[src/rtl/segre_pkg.sv]
// Shared types and sizes for the Segre core pipeline control logic.
package segre_pkg;

   localparam int unsigned REG_SIZE = 5;
   localparam int unsigned LU_CNT_W = 3;

   typedef enum logic [1:0] {
      RUN      = 2'd0,
      LU_STALL = 2'd1,
      MEM_WAIT = 2'd2
   } ctrl_state_e;

endpackage

[src/rtl/segre_sat_counter.sv]
// 32-bit event counter that sticks at all-ones instead of wrapping.
module segre_sat_counter (
   input  logic        clk_i,
   input  logic        rsn_i,
   input  logic        inc_i,
   output logic [31:0] count_o
);

   logic [31:0] cnt_q;

   always_ff @(posedge clk_i) begin
      if (!rsn_i) begin
         cnt_q <= '0;
      end else if (inc_i && (cnt_q != 32'hFFFF_FFFF)) begin
         cnt_q <= cnt_q + 32'd1;
      end
   end

   assign count_o = cnt_q;

endmodule

[src/rtl/segre_pipeline_ctrl.sv]
// Hazard controller: load-use stalls, memory-wait holds and branch flushes
// for the IF/ID/EX/MEM pipeline registers, plus stall/flush counters.
module segre_pipeline_ctrl
   import segre_pkg::*;
#(
   parameter int unsigned LOAD_USE_BUBBLES = 1
) (
   input  logic                clk_i,
   input  logic                rsn_i,
   input  logic                id_valid_i,
   input  logic [REG_SIZE-1:0] id_src_a_i,
   input  logic [REG_SIZE-1:0] id_src_b_i,
   input  logic                ex_valid_i,
   input  logic                ex_rf_we_i,
   input  logic [REG_SIZE-1:0] ex_rf_waddr_i,
   input  logic                ex_memop_rd_i,
   input  logic                br_taken_i,
   input  logic                dmem_req_i,
   input  logic                dmem_ready_i,
   output logic                block_if_o,
   output logic                block_id_o,
   output logic                inject_nops_id_o,
   output logic                inject_nops_ex_o,
   output logic                block_ex_o,
   output logic                block_mem_o,
   output logic [31:0]         stall_cycles_o,
   output logic [31:0]         flush_count_o
);

   localparam logic [LU_CNT_W-1:0] LU_FULL = 3'(LOAD_USE_BUBBLES);

   ctrl_state_e         state_q, state_d;
   ctrl_state_e         ret_q, ret_d;
   logic [LU_CNT_W-1:0] lu_cnt_q, lu_cnt_d;

   logic lu_hazard, mem_wait, branch;
   logic hold_all, stall_lu, flush;

   assign lu_hazard = id_valid_i & ex_valid_i & ex_memop_rd_i & ex_rf_we_i
                    & (ex_rf_waddr_i != '0)
                    & ((ex_rf_waddr_i == id_src_a_i) | (ex_rf_waddr_i == id_src_b_i));
   assign mem_wait  = dmem_req_i & ~dmem_ready_i;
   assign branch    = br_taken_i & ex_valid_i;

   // lu_cnt_q counts the LU bubbles still owed, including the current one
   always_comb begin
      state_d  = state_q;
      ret_d    = ret_q;
      lu_cnt_d = lu_cnt_q;
      hold_all = 1'b0;
      stall_lu = 1'b0;
      flush    = 1'b0;
      if (mem_wait) begin
         hold_all = 1'b1;
         state_d  = MEM_WAIT;
         if (state_q == RUN) begin
            if (lu_hazard) begin
               ret_d    = LU_STALL;
               lu_cnt_d = LU_FULL;
            end else begin
               ret_d = RUN;
            end
         end else if (state_q == LU_STALL) begin
            ret_d = LU_STALL;
         end
      end else if (branch) begin
         // dependent instruction is on the wrong path, so any stall is dropped
         flush    = 1'b1;
         state_d  = RUN;
         ret_d    = RUN;
         lu_cnt_d = '0;
      end else begin
         unique case (state_q)
            RUN: begin
               if (lu_hazard) begin
                  stall_lu = 1'b1;
                  if (LOAD_USE_BUBBLES > 1) begin
                     lu_cnt_d = LU_FULL - 3'd1;
                     state_d  = LU_STALL;
                  end
               end
            end
            LU_STALL: begin
               stall_lu = 1'b1;
               lu_cnt_d = lu_cnt_q - 3'd1;
               if (lu_cnt_q == 3'd1) state_d = RUN;
            end
            MEM_WAIT: begin
               state_d = ret_q;
               ret_d   = RUN;
               if (ret_q == LU_STALL) begin
                  stall_lu = 1'b1;
                  lu_cnt_d = lu_cnt_q - 3'd1;
                  if (lu_cnt_q == 3'd1) state_d = RUN;
               end
            end
            default: state_d = RUN;
         endcase
      end
   end

   always_ff @(posedge clk_i) begin
      if (!rsn_i) begin
         state_q  <= RUN;
         ret_q    <= RUN;
         lu_cnt_q <= '0;
      end else begin
         state_q  <= state_d;
         ret_q    <= ret_d;
         lu_cnt_q <= lu_cnt_d;
      end
   end

   assign block_if_o       = rsn_i & (hold_all | stall_lu);
   assign block_id_o       = rsn_i & (hold_all | stall_lu);
   assign inject_nops_id_o = rsn_i & flush;
   assign inject_nops_ex_o = rsn_i & (flush | stall_lu);
   assign block_ex_o       = rsn_i & hold_all;
   assign block_mem_o      = rsn_i & hold_all;

   segre_sat_counter u_stall_cnt (
      .clk_i   (clk_i),
      .rsn_i   (rsn_i),
      .inc_i   (block_id_o),
      .count_o (stall_cycles_o)
   );

   segre_sat_counter u_flush_cnt (
      .clk_i   (clk_i),
      .rsn_i   (rsn_i),
      .inc_i   (inject_nops_id_o),
      .count_o (flush_count_o)
   );

endmodule

[config.mk]
export PLATFORM = sky130hd
export DESIGN_NAME = segre_pipeline_ctrl
export DESIGN_NICKNAME = d
export VERILOG_FILES = /design/src/rtl/segre_pkg.sv /design/src/rtl/segre_sat_counter.sv /design/src/rtl/segre_pipeline_ctrl.sv
export SDC_FILE = /design/constraint.sdc
export NUM_CORES = 1
export LEC_CHECK = 0
export ABC_CLOCK_PERIOD_IN_PS = 6550
export CAP_MARGIN = 20
export CORE_ASPECT_RATIO = 1.75
export CORE_MARGIN = 5
export CORE_UTILIZATION = 45
export DETAILED_ROUTE_END_ITERATION = 7
export PLACE_DENSITY_LB_ADDON = 0.1
export SLEW_MARGIN = 20
export SYNTH_ARGS = -nofsm -noshare
export SYNTH_HDL_FRONTEND = slang
export SYNTH_HIERARCHICAL = 1
export SYNTH_SLANG_ARGS = --single-unit
[constraint.sdc]
create_clock -name clk_i -period 6.55 [get_ports clk_i]
set_input_delay 1.31 -clock clk_i [delete_from_list [all_inputs] [get_ports clk_i]]
set_output_delay 1.31 -clock clk_i [all_outputs]
set_load 0.05 [all_outputs]
# Word level (Yosys, flattened, before mapping)
# Cells that the tools add are included.
# totals
register_bits	71
in_bits	24
out_inout_bits	70
elab_cells	78
# op_classes
add_sub_neg	3
eq_ne	15
n_mux	26
bitwise	17
reduce_logical	11
# ops
cell	n
adder 32 x 1 -> 32 bit, second input constant	2
inequality test 32 bit, second input constant	2
2-to-1 mux 2 bit	10
2-to-1 mux 3 bit	5
bitwise AND 1 bit	11
== test 5 bit	2
2-to-1 mux 1 bit	8
one-hot mux 2 bit (3 select lines)	1
one-hot mux 3 bit (2 select lines)	1
AND reduction 2 bit	3
nonzero test 5 bit	1
== test 2 x 1 -> 1 bit, second input constant	2
inequality test 2 x 1 -> 1 bit, second input constant	2
inequality test 4 x 3 -> 1 bit, second input constant	1
inequality test 4 bit, second input constant	1
AND reduction 4 bit	1
nonzero test 4 bit	1
== test 3 x 1 -> 1 bit, second input constant	1
inequality test 3 x 1 -> 1 bit, second input constant	1
inequality test 3 bit, second input constant	1
NOT 1 bit	3
bitwise OR 1 bit	3
one-hot mux 1 bit (3 select lines)	1
nonzero test 3 bit	1
6 further kinds	7

# Logic depth before layout (Yosys ltp)
# Gate-level depths: netlist of the first run.
# logic_depth
ltp_word	12
mapped_depth	13
ltp_nobuf	12

# By module
# The synthesis of the first run kept the hierarchy.
# by_module_without_submodules
module	n_inst	cells_per_inst	area_each_um2	seq_area_each_um2
segre_sat_counter	2	200	1704.1	640.6
segre_pipeline_ctrl	1	83	640.6	120.1

# Worst setup path before layout of the first run
# OpenSTA, ideal clock, no wires.
# synth_timing
kind	input to register
startpoint	in ex_rf_waddr_i[4]
endpoint	reg u_stall_cnt.cnt_q[31], in the netlist u_stall_cnt/count_o[31]
arrival_ns	4.567
t_required_ns	6.480
setup_slack_ns	1.914
cell_stages	10
cell_sequence	xnor2_1 > nand3_1 > o22ai_1 > a221oi_2 > o21bai_1 > nand4_1 > or4_4 > or3_1 > or4_1 > a21oi_1
# synth_via
elab_chain_cells	10
word_cells_on_any_way	13
cone_classes	2 x eq/ne; 4 x mux; 5 x bitwise; 2 x reduce/logical
# synth_lines
element	line_no	rtl
start, declared	segre_pipeline_ctrl.sv:15	input logic [REG_SIZE-1:0] ex_rf_waddr_i,
== test 5 bit or nonzero test 5 bit (tied branches)	segre_pipeline_ctrl.sv:41, segre_pipeline_ctrl.sv:40	
bitwise OR 1 bit or bitwise AND 1 bit (tied branches)	segre_pipeline_ctrl.sv:41, segre_pipeline_ctrl.sv:40	
bitwise AND 1 bit *	segre_pipeline_ctrl.sv:41	& ((ex_rf_waddr_i == id_src_a_i) | (ex_rf_waddr_i == id_src_b_i));
2-to-1 mux 1 bit *	segre_pipeline_ctrl.sv:75	if (lu_hazard) begin
one-hot mux 1 bit (3 select lines) *	segre_pipeline_ctrl.sv:73	unique case (state_q)
2-to-1 mux 1 bit *	segre_pipeline_ctrl.sv:66	end else if (branch) begin
2-to-1 mux 1 bit *	segre_pipeline_ctrl.sv:53	if (mem_wait) begin
bitwise OR 1 bit *	segre_pipeline_ctrl.sv:115	assign block_id_o = rsn_i & (hold_all | stall_lu);
bitwise AND 1 bit *	segre_pipeline_ctrl.sv:115	
net block_id_o	segre_pipeline_ctrl.sv:21	output logic block_id_o,
logical AND 1 bit *	segre_sat_counter.sv:14	end else if (inc_i && (cnt_q != 32'hFFFF_FFFF)) begin
end signal, assigned	segre_sat_counter.sv:15	cnt_q <= cnt_q + 32'd1;
end, declared	segre_sat_counter.sv:9	logic [31:0] cnt_q;
# The timed path passes the listed nets; every way through them passes the cells marked *.
# A chain may end at the register's enable or synchronous reset.

# Final worst setup path of the first run
# layout_timing
startpoint	in ex_rf_waddr_i[4]
endpoint	out block_if_o
# layout_via
elab_chain_cells	9
word_cells_on_any_way	12
cone_classes	2 x eq/ne; 4 x mux; 5 x bitwise; 1 x reduce/logical
# layout_lines
element	line_no	rtl
== test 5 bit or nonzero test 5 bit (tied branches)	segre_pipeline_ctrl.sv:41, segre_pipeline_ctrl.sv:40	
bitwise OR 1 bit or bitwise AND 1 bit (tied branches)	segre_pipeline_ctrl.sv:41, segre_pipeline_ctrl.sv:40	
bitwise AND 1 bit *	segre_pipeline_ctrl.sv:41	
2-to-1 mux 1 bit *	segre_pipeline_ctrl.sv:75	
one-hot mux 1 bit (3 select lines) *	segre_pipeline_ctrl.sv:73	
2-to-1 mux 1 bit *	segre_pipeline_ctrl.sv:66	
2-to-1 mux 1 bit *	segre_pipeline_ctrl.sv:53	
bitwise OR 1 bit *	segre_pipeline_ctrl.sv:114	assign block_if_o = rsn_i & (hold_all | stall_lu);
bitwise AND 1 bit *	segre_pipeline_ctrl.sv:114	
end, declared	segre_pipeline_ctrl.sv:20	output logic block_if_o,
# Every way passes the cells marked *; elsewhere a longest branch is shown, timed or not.

==> results of run 1 <==
layout make-up:
class,instances,area [µm²]
Fill cell,796,3400
Multi-Input combinational cell,374,2500
Sequential cell,70,1400
Timing Repair Buffer,96,953
Clock buffer,15,288
Tap cell,117,146
Inverter,12,45.0
state kept, by name, indices dropped and copies added, names as in the netlist:
register             count
state_q                  2
lu_cnt_q                 3
u_stall_cnt/count_o     32
ret_q                    1
u_flush_cnt/count_o     32
cell families after synthesis:
group	after synthesis	synth area share (%)
xor+xnor	20	4.33
buf+inv	39	4.05
compound gates	111	19.2
mux	14	3.46
simple gates	221	31.9
fa+ha+maj	8	2.47
flops	70	34.6
stage by stage:
step                util [%]  hold WS, ps  std cells  setup WS [ps]  instance area [µm²]
floorplan                  -          467        483           1910                 4050
global placement        57.8          468        669           1290                 5040
detailed placement      57.8          479        669           1220                 5040
CTS                     61.1          487        684           1190                 5330
global route            61.1          512        684           1040                 5330
finish                  61.1          487        684           1220                 5330
metal layers:
layer / GRT usage, % / wire [µm]
met1: 22.3 / 4360
met2: 41.2 / 6620
met3: 3.99 / 462
met4: 11.2 / 365
met5: 0 / 0
cell usage after synthesis (all sizes together) (14+ instances only):
cell	number	area, µm²
a21oi	35	175
nand2b	20	125
nand4	18	113
nand3	33	185
o31ai	23	173
nand2	41	154
nor2	21	78.8
mux2i	14	140
clkbuf	21	78.8
dfxtp	70	1400
xnor2	18	158
or4	27	221
path summary, 6_finish.rpt:
check | start | end | depth (start not counted)
max | ex_rf_waddr_i[4] | block_if_o | 7
min reg2reg | u_flush_cnt/count_o[27]$_SDFFE_PN0P_ | u_flush_cnt/count_o[27]$_SDFFE_PN0P_ | 2
min | u_flush_cnt/count_o[27]$_SDFFE_PN0P_ | u_flush_cnt/count_o[27]$_SDFFE_PN0P_ | 2
max reg2reg | state_q[1]$_SDFFE_PN0P_ | u_stall_cnt/count_o[31]$_SDFFE_PN0P_ | 12
power by group through the flow:
| stage | combinational (mW) | sequential [mW] | clock, mW |
|---|---|---|---|
| 2_1_floorplan | 0.0377 | 0.442 | 0 |
| 6_report | 0.0690 | 0.431 | 0.469 |
| 4_1_cts | 0.0696 | 0.431 | 0.482 |
| 3_5_place_dp | 0.0694 | 0.440 | 0 |
| 5_1_grt | 0.0753 | 0.431 | 0.498 |
| 3_3_place_gp | 0.0674 | 0.440 | 0 |
worst max-delay path: stages:
cell	delay [ps]
sky130_fd_sc_hd__clkdlybuf4s50_1	540
sky130_fd_sc_hd__xnor2_1	150
sky130_fd_sc_hd__nand3_1	130
sky130_fd_sc_hd__o22ai_1	310
sky130_fd_sc_hd__a221oi_2	120
sky130_fd_sc_hd__o21bai_1	530
sky130_fd_sc_hd__clkdlybuf4s50_1	920
==> impl_results.md, run 1 <==
* Post-layout minimum cycle time at 5330 ps
* Pin count of the biggest net entering global routing at 31
* Final Hold Viols at 0
* Total congestion overflow at 0
* CTS-repair resized insts at 0
* Max transition margin at around 36%
* Internal cell power at 0.754 mW
* GP Congestion at about 0.86
* Hold Path Class: flop to flop
* Crit end category: output port
* H-tree levels at 3
* Fraction of layout cells with a size suffix above 1 at under 10%
* First drt pass iteration count at 4
* Detailed Route Iter0 Violations at 183
* RSZ-0062 raised after global routing: no
* Maximum net fanout on the critical path at 7
* Antenna cell count at 0
* Sequential fraction of the synthesis area at between 30% and 40%
* Count of state elements after synthesis at 70
* Buffer count from post-CTS setup fixing at 0
* Setup CP Type: input port to output port
* Period utilization at around four fifths
* Combinational share of power at around 7%
* Distinct cells, synth at between 40 and 50
* TritonCTS buffer count at 9
* Rows at 45
* Drc violations at 0
* Endpoint arrival time on the critical path at 4020 ps
* Net load switching power at 0.214 mW
* Average wire per cell in the routed design at between 15 and 20 µm
* Startpoint type of the worst setup path: input port
* Switching part of the total at 22.1%
* Per-cell via count in the routed design at roughly 6.0
* Number of max-capacitance violations reported at 0
* Combined global-route utilization of all metal layers at a little over a fifth
* Power density of the placed cells at around 180 nW/µm²
* Number of I/O pins at 94
* WL final at around 12 mm
* Share of total power in sequential cells at roughly 45%
* Vertical die dimension at around 140 µm
* HPWL after detailed placement at a little under 9 mm
* Die X at 81.7 µm
* Fin. max-slew vios at 0
* Hold buffer count at cts at 0
* Synth async-reset ratio at 0%
* Clock Path Buffers at 2
* Leakage Power at between 1.5 and 2 nW
* Setup slack, reg-to-reg at 2500 ps
* Highest-count cells in the layout ignoring fill and taps: sky130_fd_sc_hd__clkdlybuf4s50_1 (93), sky130_fd_sc_hd__dfxtp_1 (70), sky130_fd_sc_hd__nand2_1 (41)
* Synthesized netlist cell count at ~480
* Vias in the first global route at 4096
* Nets@finish at 595
* Required time of the critical path at about 5200 ps
* Combined area of all synthesized cells at 4050 µm²
* Outcome: finished clean
* Number of enable flip-flop cells after synthesis at 0
* Syn-to-layout area delta at 31.6%
* First-pass GRT wire length at approximately 19 mm
* Clk pwr share at 48.4%
* CTS tree: done
* Clk sink count at 70
* Slew of the pin with the lowest slew margin at 958 ps
* Clock-pin slew on the worst setup and hold paths at approximately 50 ps
* Highest achievable clock rate at about 0.19 GHz
* Floorplan Core Area at about 8700 µm²
* Antenna viol nets, final at 0
* Number of buffers added on ports at 93
* Total of warnings raised by yosys at 6
* Via count at ~4100
* Die footprint at around 11000 µm²
* Initial antenna violation count at 0
* Design Power at 0.969 mW
* Worst vdd ir at approximately 0.16 mV
* Synth Net Count at about 520
* Mean instance size in the synthesized netlist at roughly 8.4 µm²
* Post-synth top flop: sky130_fd_sc_hd__dfxtp_1
* Clock Latency Late Sink at 330 ps
* Number of failing setup endpoints in the final timing report at 0
* Layout Skew at 4.17 ps
* Setup TNS at 0 ps
* Starting density of the core at between 40% and 50%
* Root buf cell: sky130_fd_sc_hd__clkbuf_16
* Leading cell type in the layout, fill and taps excluded: sky130_fd_sc_hd__clkdlybuf4s50_1
Power figures use the tool's default switching activity.
==> run 2: changes to the inputs <==
--- a/config.mk
+++ b/config.mk
@@ -5,7 +5,7 @@
 export SDC_FILE = /design/constraint.sdc
 export NUM_CORES = 1
 export LEC_CHECK = 0
-export ABC_CLOCK_PERIOD_IN_PS = 6550
+export ABC_CLOCK_PERIOD_IN_PS = 5200
 export CAP_MARGIN = 20
 export CORE_ASPECT_RATIO = 1.75
 export CORE_MARGIN = 5
==> constraint.sdc (replaced) <==
create_clock -name clk_i -period 5.2 [get_ports clk_i]
set_input_delay 1.04 -clock clk_i [delete_from_list [all_inputs] [get_ports clk_i]]
set_output_delay 1.04 -clock clk_i [all_outputs]
set_load 0.05 [all_outputs]
==> impl_results.md, run 2 (synthesis gave the netlist of run 1 again) <==
* GP Congestion at 0.886 (+2.7%)
* Die footprint at 11100 µm² (unchanged)
* Antenna viol nets, final at 0 (unchanged)
* Critical path buffer and inverter count at 3 (+1)
* Per-cell via count in the routed design at 5.98 (-0.17%)
* Layout Skew at 8.03 ps (+3.86 ps)
* Nets@finish at 598 (+0.50%)
* Required time of the critical path at 5450 ps (+210 ps)
* Design Power at 1.29 mW (+33%)
* Number of I/O pins at 94 (unchanged)
* CTS-repair resized insts at 0 (unchanged)
* Combined global-route utilization of all metal layers at 21.4% (-0.63 points)
* Gate family responsible for the most delay along the worst path: simple AND/OR/NAND/NOR gates
* Max transition margin at 33.8% (-1.8 points)
* RSZ-0062 raised after global routing: no
* Outcome: finished clean
* H-tree levels at 3 (unchanged)
* Clock Latency Late Sink at 330 ps (about the same)
* Number of failing setup endpoints in the final timing report at 0 (unchanged)
* Number of max-capacitance violations reported at 0 (unchanged)
* HPWL after detailed placement at 8.73 mm (-0.98%)
* Fraction of layout cells with a size suffix above 1 at 7.01% (+1.4 points)
* First-pass GRT wire length at 18.7 mm (-2.4%)
* Rows at 45 (unchanged)
* Startpoint type of the worst setup path: input port
* Detailed Route Iter0 Violations at 166 (-9.3%)
* Hold buffer count at cts at 0 (unchanged)
* Average wire per cell in the routed design at 17.0 µm (-1.7%)
* Reg-to-reg critical path endpoint: u_stall_cnt/count_o[31]$_SDFFE_PN0P_
* First drt pass iteration count at 4 (unchanged)
* Antenna cell count at 0 (unchanged)
* Final setup margin at 1020 ps (-208 ps)
* Clock-pin slew on the worst setup and hold paths at 60 ps (about the same)
* Post-route insts no fill at 688 (+0.58%)
* Die X at 81.7 µm (unchanged)
* Post-layout minimum cycle time at ~4200 ps
* Total congestion overflow at 0 (unchanged)
* FF-to-FF Start: state_q[0]$_SDFFE_PP0P_
* Ordered list of cells on the worst path: clkdlybuf4s50_1 > xnor2_1 > nand3_1 > o22ai_1 > a221oi_2 > o21bai_1 > buf_4 > nand4_1 > buf_4 > or4_4 > or3_1 > or4_1 > a21oi_1
* Worst setup slack after placement at 692 ps (-525 ps)
* Period utilization at about four fifths
* Placed instance count at 672 (+0.45%)
* Power density of the placed cells at 239 nW/µm² (+32%)
* Vertical die dimension at 135 µm (unchanged)
* Final Hold Viols at 0 (unchanged)
* Worst vdd ir at 0.195 mV (+23%)
* CTS tree: done
* Setup slack, reg-to-reg at 1770 ps (-730 ps)
* Vias in the first global route at 4012 (-2.1%)
* Starting density of the core at 46.4% (unchanged)
* Via count at 4114 (+0.41%)
* Maximum net fanout on the critical path at 12 (+5)
* Most Frequent Cell on Critical Path: sky130_fd_sc_hd__buf_4
* Slew of the pin with the lowest slew margin at 985 ps (+27.2 ps)
* TritonCTS buffer count at 9 (unchanged)
* Setup TNS at 0 ps (unchanged)
* Hold Path Class: flop to flop
* Leakage Power at 1.73 nW (+3.5%)
* Setup CP Type: input port to flop
* Pin count of the biggest net entering global routing at 37 (+19%)
* Crit path max-delay cell type: sky130_fd_sc_hd__or4_4
* WL final at 11.7 mm (-1.1%)
* Cell depth of the worst setup path at 13 (+6)
* Leading cell type in the layout, fill and taps excluded: sky130_fd_sc_hd__clkdlybuf4s50_1
* Floorplan Core Area at 8730 µm² (unchanged)
* Drc violations at 0 (unchanged)
* Fin. max-slew vios at 0 (unchanged)
* Register-to-Register Path Depth at 14 (+2)
* Initial antenna violation count at 0 (unchanged)
* Highest achievable clock rate at roughly 0.24 GHz
* Number of buffers added on ports at 93 (unchanged)
* Worst setup path end: u_stall_cnt/count_o[31]$_SDFFE_PN0P_
* Highest-count cells in the layout ignoring fill and taps: sky130_fd_sc_hd__clkdlybuf4s50_1 (89), sky130_fd_sc_hd__dfxtp_1 (70), sky130_fd_sc_hd__nand2_1 (41)
* Worst stage delay on the critical path at 510 ps (-410 ps)
* Root buf cell: sky130_fd_sc_hd__clkbuf_16
* Clock Path Buffers at 2 (unchanged)
* Crit end category: flop
* Clk sink count at 70 (unchanged)
* Buffer count from post-CTS setup fixing at 0 (unchanged)
* Worst Setup SP: ex_rf_waddr_i[2]
* Syn-to-layout area delta at 33.5%
* Endpoint arrival time on the critical path at 4440 ps (+420 ps)
-- run 2: changes by cell type in the layout (fill, tap and decap cells not counted), sizes merged --
cell / before / now
clkdlybuf4s50: 93 / 89
buf: 3 / 10
clkinv: 0 / 2
bufinv: 0 / 2
clkbuf: 15 / 12
-- run 2: final cells by class --
cell class / instances / area [µm²]
clock buffers: 12 / 246
clock inverters: 4 / 70.1
well taps: 117 / 146
inverters: 12 / 45.0
fillers: 789 / 3320
multi-input cells: 374 / 2500
repair buffers: 99 / 991
flip-flops and latches: 70 / 1400
-- run 2: where the power goes --
group | total, mW | internal (mW) | switching [mW]
Clock | 0.660 | 0.432 | 0.229
Combinational | 0.0890 | 0.0394 | 0.0496
Sequential | 0.543 | 0.539 | 0.00324
Total | 1.29 | 1.01 | 0.281
-- run 2: worst min-delay path by stage --
stage                                              start                                   end  slack (ps)  cells past startpoint
CTS                 u_flush_cnt/count_o[27]$_SDFFE_PN0P_  u_flush_cnt/count_o[27]$_SDFFE_PN0P_         500                      2
global placement    u_flush_cnt/count_o[27]$_SDFFE_PN0P_  u_flush_cnt/count_o[27]$_SDFFE_PN0P_         470                      2
finish              u_flush_cnt/count_o[27]$_SDFFE_PN0P_  u_flush_cnt/count_o[27]$_SDFFE_PN0P_         490                      2
global route        u_stall_cnt/count_o[27]$_SDFFE_PN0P_  u_stall_cnt/count_o[27]$_SDFFE_PN0P_         540                      2
detailed placement  u_flush_cnt/count_o[27]$_SDFFE_PN0P_  u_flush_cnt/count_o[27]$_SDFFE_PN0P_         490                      2
floorplan                       lu_cnt_q[2]$_SDFFE_PN0P_              lu_cnt_q[2]$_SDFFE_PN0P_         470                      2
-- run 2: worst register-to-register path, cell delays in order (launching register included) --
cell	delay, ps
sky130_fd_sc_hd__dfxtp_1	330
sky130_fd_sc_hd__inv_1	100
sky130_fd_sc_hd__ha_1	230
sky130_fd_sc_hd__nand3_1	90
sky130_fd_sc_hd__nor2_1	130
sky130_fd_sc_hd__o21a_1	220
sky130_fd_sc_hd__a221oi_2	90
sky130_fd_sc_hd__o21bai_1	170
sky130_fd_sc_hd__buf_4	200
sky130_fd_sc_hd__nand4_1	120
sky130_fd_sc_hd__buf_4	200
sky130_fd_sc_hd__or4_4	510
sky130_fd_sc_hd__or3_1	400
sky130_fd_sc_hd__or4_1	400
sky130_fd_sc_hd__a21oi_1	150
-- run 2: per-layer routing --
metal,vias up,share of wire [%],global-route usage [%]
met2,124,54,38.9
met4,0,3.3,10.9
met3,37,4.4,4.53
li1,2009,-,-
met5,-,0,0
met1,1944,38,22.2
-- run 2: through the flow --
stage,hold WS (ps),util [%],area [µm²]
after floorplan,467,-,4050
after global placement,466,58.2,5080
after detailed placement,488,58.2,5080
after CTS,495,61.8,5400
after global routing,538,61.9,5410
final,493,61.9,5410
